`config.mk`:
```
export PLATFORM = sky130hd
export DESIGN_NAME = cache_ctrl_fsm
export DESIGN_NICKNAME = d
export VERILOG_FILES = /design/src/rtl/cache_ctrl_fsm.sv
export SDC_FILE = /design/constraint.sdc
export NUM_CORES = 1
export LEC_CHECK = 0
export CORE_MARGIN = 10
export CORE_UTILIZATION = 40
export DETAILED_ROUTE_END_ITERATION = 6
export PLACE_DENSITY = 0.76
export SKIP_CTS_REPAIR_TIMING = 1
export SLEW_MARGIN = 15
export SYNTH_ARGS = -nofsm -noshare
export SYNTH_HDL_FRONTEND = slang
export SYNTH_SLANG_ARGS = --single-unit
```
`constraint.sdc`:
```
create_clock -name Clk -period 2.4 [get_ports Clk]
set_input_delay 0.48 -clock Clk [delete_from_list [all_inputs] [get_ports Clk]]
set_output_delay 0.48 -clock Clk [all_outputs]
set_load 0.02 [all_outputs]
```
`src/rtl/cache_ctrl_fsm.sv`:
```
// Cache control sequencer: hit/miss handling, line fill, dirty write-back and
// write-through for one processor access at a time.
module cache_ctrl_fsm #(
  parameter int WAIT_STATES  = 2,
  parameter int LINE_WORDS   = 4,
  parameter int WRITE_POLICY = 0,
  localparam int WW = (LINE_WORDS > 1) ? $clog2(LINE_WORDS) : 1
) (
  input  logic          Clk,
  input  logic          Reset,
  input  logic          PStrobe,
  input  logic          PRW,
  output logic          PReady,
  input  logic          Match,
  input  logic          Valid,
  input  logic          Dirty,
  output logic          Write,
  output logic          SetValid,
  output logic          SetDirty,
  output logic          ClrDirty,
  output logic          CacheDataSelect,
  output logic          PDataSelect,
  output logic          PDataOE,
  output logic          SysDataOE,
  output logic          SysStrobe,
  output logic          SysRW,
  output logic          WBAddrSel,
  output logic [WW-1:0] WordIdx,
  output logic          Busy
);

  // state   | meaning
  // IDLE    | waiting for PStrobe
  // LOOKUP  | tag compare result evaluated
  // WB      | write dirty victim line to system bus
  // FILL    | read line from system bus into cache
  // RESPOND | complete the access after a fill
  // WT      | single write-through beat
  typedef enum logic [2:0] {
    S_IDLE, S_LOOKUP, S_WB, S_FILL, S_RESPOND, S_WT
  } state_t;

  localparam int CW = $clog2(WAIT_STATES + 1);
  localparam logic [CW-1:0] WAIT_LAST = CW'(WAIT_STATES);
  localparam logic [WW-1:0] LAST_WORD = WW'(LINE_WORDS - 1);

  state_t        state_q, state_d;
  logic [CW-1:0] wait_q, wait_d;
  logic [WW-1:0] word_q, word_d;
  logic          rw_q, rw_d;

  logic beat_start, data_cyc, last_word, hit, victim_dirty;

  always_ff @(posedge Clk) begin
    if (Reset) begin
      state_q <= S_IDLE;
      wait_q  <= '0;
      word_q  <= '0;
      rw_q    <= 1'b0;
    end else begin
      state_q <= state_d;
      wait_q  <= wait_d;
      word_q  <= word_d;
      rw_q    <= rw_d;
    end
  end

  always_comb begin
    state_d         = state_q;
    wait_d          = '0;
    word_d          = word_q;
    rw_d            = rw_q;
    PReady          = 1'b0;
    Write           = 1'b0;
    SetValid        = 1'b0;
    SetDirty        = 1'b0;
    ClrDirty        = 1'b0;
    CacheDataSelect = 1'b0;
    PDataSelect     = 1'b0;
    PDataOE         = 1'b0;
    SysDataOE       = 1'b0;
    SysStrobe       = 1'b0;
    SysRW           = 1'b0;
    WBAddrSel       = 1'b0;
    WordIdx         = '0;
    Busy            = (state_q != S_IDLE);

    beat_start   = (wait_q == '0);
    data_cyc     = (wait_q == WAIT_LAST);
    last_word    = (word_q == LAST_WORD);
    hit          = Match & Valid;
    victim_dirty = (WRITE_POLICY == 1) && Valid && Dirty;

    // Beat states advance the wait counter, wrapping to 0 after the data cycle.
    if (state_q == S_WB || state_q == S_FILL || state_q == S_WT)
      wait_d = data_cyc ? '0 : wait_q + 1'b1;

    case (state_q)
      S_IDLE: begin
        word_d = '0;
        if (PStrobe) begin
          rw_d    = PRW;
          state_d = S_LOOKUP;
        end
      end
      S_LOOKUP: begin
        word_d = '0;
        if (hit && rw_q) begin
          PReady  = 1'b1;
          PDataOE = 1'b1;
          state_d = S_IDLE;
        end else if (hit) begin
          Write           = 1'b1;
          CacheDataSelect = 1'b1;
          if (WRITE_POLICY == 1) begin
            SetDirty = 1'b1;
            PReady   = 1'b1;
            state_d  = S_IDLE;
          end else begin
            state_d = S_WT;
          end
        end else if (victim_dirty) begin
          state_d = S_WB;
        end else if (!rw_q && WRITE_POLICY == 0) begin
          state_d = S_WT;
        end else begin
          state_d = S_FILL;
        end
      end
      S_WB: begin
        SysStrobe = beat_start;
        SysDataOE = 1'b1;
        WBAddrSel = 1'b1;
        WordIdx   = word_q;
        if (data_cyc) begin
          word_d = word_q + 1'b1;
          if (last_word) begin
            ClrDirty = 1'b1;
            word_d   = '0;
            state_d  = S_FILL;
          end
        end
      end
      S_FILL: begin
        SysStrobe = beat_start;
        SysRW     = 1'b1;
        WordIdx   = word_q;
        if (data_cyc) begin
          Write  = 1'b1;
          word_d = word_q + 1'b1;
          if (last_word) begin
            SetValid = 1'b1;
            word_d   = '0;
            state_d  = S_RESPOND;
          end
        end
      end
      S_RESPOND: begin
        PReady = 1'b1;
        if (rw_q) begin
          PDataOE = 1'b1;
        end else begin
          Write           = 1'b1;
          CacheDataSelect = 1'b1;
          SetDirty        = 1'b1;
        end
        state_d = S_IDLE;
      end
      S_WT: begin
        SysStrobe = beat_start;
        SysDataOE = 1'b1;
        if (data_cyc) begin
          PReady  = 1'b1;
          state_d = S_IDLE;
        end
      end
      default: state_d = S_IDLE;
    endcase
  end

endmodule

```
After elaboration in Yosys (flattened, before gate mapping)
Cells that the tools add are included.
- logic and storage cells: 70
- flip-flop bits (word level): 8
- multiplexer cells: 33
- reduce and logical (&&, ||, !) cells: 15
- eq/ne operators: 14
- bitwise operators: 2
- add/subtract/negate cells: 2
- operators by type and width (kind ; number):
    2-to-1 mux 3 bit ; 9
    2-to-1 mux 1 bit ; 15
    one-hot mux 3 bit (5 select lines) ; 1
    != test 2 bit, second input constant ; 6
    == test 3 x 2 -> 1 bit, second input constant ; 2
    == test 3 bit, second input constant ; 2
    2-to-1 mux 2 bit ; 3
    one-hot mux 1 bit (3 select lines) ; 2
    AND reduction 6 bit ; 1
    OR reduction 2 bit ; 3
    OR reduction 3 bit ; 2
    adder 2 x 1 -> 2 bit, second input constant ; 2
    == test 2 bit, second input constant ; 2
    one-hot mux 1 bit (2 select lines) ; 2
    one-hot mux 2 bit (2 select lines) ; 1
    AND reduction 2 bit ; 2
    == test 3 x 1 -> 1 bit, second input constant ; 1
    zero test 3 bit ; 1
    nonzero test 3 bit ; 1
    zero test 2 bit ; 1
    logical OR 1 bit ; 2
    != test 2 x 1 -> 1 bit, second input constant ; 1
    nonzero test 2 bit ; 1
    AND 1 bit ; 1
    other kinds (2) ; 2

Depth between registers and ports, before layout
- word-level depth: 5
- depth in mapped cells: 7
- mapped depth without buffers: 6

Worst setup path before layout
Ideal clock, no wire load.
- kind: flip-flop to output port
- start: register state_q[1]
- end: output port Write
- arrival: 1.425 ns
- path slack: 0.495 ns
- path buffers: 2
- cell stages (with the launch flop): 5
- data required time: 1.920 ns
- cell sequence: dfxtp_1 buf_4 buf_2 nor4b_2 o21bai_1
- longest elaborated chain between the ends: 2
- elaborated cells between the ends (all ways): 4
- those cells by class: eq/ne: 3; mux: 1
- ends and longest elaborated chain (element ; line ; RTL):
    start, declared ; 47 ; state_t state_q, state_d;
    start signal, assigned ; 61 ; state_q <= state_d;
    == test 3 bit (tied with other cells) ; 98 ; case (state_q)
    one-hot mux 1 bit (3 select lines) * ; 98 ;
    end, declared ; 17 ; output logic Write,
Mark *: on every way between the ends. The rest lies on a longest branch, timed or not.

Final worst setup path
- start: register state_q[1]
- end: output port SetValid
- longest elaborated chain between the ends: 2
- ends and longest elaborated chain (element ; line ; RTL):
    == test 3 x 2 -> 1 bit ; 98 ;
    2-to-1 mux 1 bit ; 98 ;
    end, declared ; 18 ; output logic SetValid,
Every way passes these cells.

==> impl_results.md <==
- Unrepaired setup endpoints after global routing: false
- Number of diodes: 0
- Worst hold stages: 1
- Post-Synth Simple-Gate Area: around a third
- Minimum clock period: 2290 ps
- Dpl cells: 120
- Core ar.: 1690 um^2
- Synth unique cells: 33
- Slew Limit Fails: 0
- Switching Fraction: between 40% and 50%
- R2R Path Start: wait_q[0]$_SDFF_PP0_
- Cts bufs inserted: 3
- Ys Warns: 0
- Reg2reg path depth: 7
- Seq cells post-synth: 8
- Post-synth design cell area: 696 um^2
- Final hold slack: about 440 ps
- Met1 GRT Util: a little under a tenth
- Grt met2 use: 15.1%
- Area growth from synthesis to layout: 36.0%
- Drc violations: 0
- Pleak: ~0.46 nW
- Area fraction in compound gates after synthesis: roughly 18%
- Largest net degree at the start of global routing: 15
- Sequential share of the synthesized area: between 20 and 25%
- Clk sinks: 8
- Hold_sp: wait_q[0]$_SDFF_PP0_
- Endpoints failing setup: 0
- CTS tree: built
- P_int: between 0.0004 and 0.0005 W
- Setup crit end kind: primary output
- Wire per inst: between 10 and 15 um
- Sequential Power Share: a little under a third
- Worst Path Arrival: 1810 ps
- Starting Density: between 40% and 50%
- Die X: slightly above 60 um
- Worst endpoint required time: around 1900 ps
- Fin crit share: a little over nine tenths
- Synth Area in XOR/XNOR: 0%
- Outcome: complete, no violations
- Clk pin slew, worst setup/hold paths: 60 ps
- Worst skew pair latency: 260 ps
- Hold Path Class: reg2reg
- CTS root buf: clkbuf_4
- Die H: 61.7 um
- Vias in the first global route: between 600 and 700
- Final Non-Filler Cells: between 100 and 150
- Clock buffer depth: 2
- Max FO, Critical Path: 6
- Switching power total: between 0.0003 and 0.0004 W
- Avg Cell Area, Syn: between 8 and 9 um^2
- Syn Nets: 97
- Final hold vios: 0
- I/O Buffers: 19
- Antenna violations before repair: 0
- Iter 0 DRT Violations: 7
- Maximum clock rate: roughly 0.44 GHz
- Layer with the highest usage: met2
- First drt pass iteration count: 4
- Mux share of post-synthesis cell area: under 10%
- Cells after synthesis: 85
- Total power per unit cell area: about 750 nW/um^2
- Main combinational cell family by area after synthesis: simple AND/OR/NAND/NOR gates
- Row Count: 15
- CTS H-tree lvls: 1
- Layout cell share with drive strength beyond 1: about a fifth
- Filler cells: between 150 and 200
- Routed via count: between 600 and 700
- Top Ports: 22
- Max-Cap Viols: 0
- First-pass GRT wire length: approximately 2600 um
- Total Wirelength: about 1700 um
- Post-Route Skew: roughly 6.0 ps
- Combinational Power Share: a little over half
- CP startpoint: state_q[1]$_SDFFE_PP0P_
- Startpoint Class: register
- Critical path class: reg2out
- Fin nets: 120
- GR Overflow Total: 0
- Die area: about 3800 um^2
- DP HPWL: ~1400 um
- VDD IR-drop max: 0.000394 V
- Antenna Nets Post-Route: 0
- GP Congestion: ~0.77
- GRT Total Usage: under 10%
- Vias per cell: 5.43
- GRT met3 Usage: 3.86%
- Adder-cell area share of the yosys netlist: under 10%
- Clock power frac: between 10% and 20%
-- registers in the layout, indices dropped and copies added (netlist names) --
register  count
word_q        2
rw_q          1
state_q       3
wait_q        2
-- critical path: stages (launching register included) --
cell,delay (ps)
dfxtp_1,400
nor2b_2,240
and2_1,160
and3_1,150
clkdlybuf4s50_1,600
-- synth_stat cells --
master	instances	area [um^2]
and4bb_1	1	12.5
clkbuf_1	1	3.75
nor4_2	1	12.5
nand2_1	5	18.8
a21oi_2	1	8.76
o41ai_2	1	16.3
a41oi_1	1	8.76
and2_1	3	18.8
nand3_1	1	5.00
o21bai_1	2	15.0
conb_1	1	3.75
inv_1	5	18.8
o22ai_1	1	6.26
nand2b_1	3	18.8
dfxtp_1	8	160
and3_1	2	12.5
nor3_1	6	30.0
mux2i_1	2	20.0
ha_1	5	62.6
nor2b_1	7	43.8
a21oi_1	3	15.0
o21ai_0	2	10.0
nor3b_2	1	12.5
nor2_1	6	22.5
a31oi_1	3	18.8
o21ba_2	1	10.0
nor4b_2	2	30.0
o21ai_2	1	8.76
nand2_2	1	6.26
buf_4	5	37.5
a22oi_1	1	7.51
buf_2	1	5.00
mux2_4	1	15.0
-- final timing paths --
kind / end / slack (ps)
min: wait_q[0]$_SDFF_PP0_ / 440
max: SetValid / 110
min reg2reg: wait_q[0]$_SDFF_PP0_ / 440
max reg2reg: state_q[1]$_SDFFE_PP0P_ / 750
-- layout by cell type, fill, tap and decap left out, types with 5 or more instances in the layout --
| cell | netlist | final |
|---|---|---|
| clkdlybuf4s50_1 | 0 | 14 |
| nor3_1 | 6 | 6 |
| nor2_1 | 6 | 6 |
| nor2b_1 | 7 | 6 |
| buf_4 | 5 | 6 |
| dfxtp_1 | 8 | 6 |
| inv_1 | 5 | 5 |
| nand2_1 | 5 | 5 |
| ha_1 | 5 | 5 |
| dlymetal6s2s_1 | 0 | 5 |
-- final cells by class --
cell class	instances	area (um^2)	share of cell area (%)
tap	17	21.3	2.25
inverter	5	18.8	1.98
sequential	8	163	17.2
clock buffer	3	22.5	2.38
timing repair buffer	25	248	26.2
multi-input combinational	65	473	50.0
-- per-layer routing --
| layer | share of wire, % | up-vias |
|---|---|---|
| met3 | 6.6 | 4 |
| met4 | 1.2 | 0 |
| met1 | 43 | 312 |
| met5 | 0 | - |
| li1 | - | 337 |
| met2 | 49 | 15 |
-- metrics by stage --
stage	power (W)	setup TNS, ps	worst slack [ps]	cell area, um^2	utilization, %
global route	0.000761	0	6.54	946	56.0
CTS	0.000719	-558	-140	928	55.0
floorplan	0.000452	0	495	696	-
global placement	0.000600	-362	-114	906	53.6
finish	0.000710	0	109	946	56.0
detailed placement	0.000609	-411	-142	906	53.6
-- power groups by stage --
stage / Clock (W) / Combinational (W) / Sequential, W
2_1_floorplan: 0 / 0.000272 / 0.000180
3_3_place_gp: 0 / 0.000383 / 0.000217
3_5_place_dp: 0 / 0.000389 / 0.000220
4_1_cts: 0.000110 / 0.000392 / 0.000217
5_1_grt: 0.000117 / 0.000415 / 0.000229
6_report: 0.000108 / 0.000382 / 0.000221
-- logic make-up (layout without fill, tap and decap cells) --
kind of cell / count (synthesis) / after routing
fa+ha+maj: 5 / 5
compound gates: 17 / 17
simple gates: 39 / 39
other cells: 1 / 1
mux: 3 / 3
flops: 8 / 8
buf+inv: 12 / 33
No activity file was read; power rests on OpenSTA's default activity.
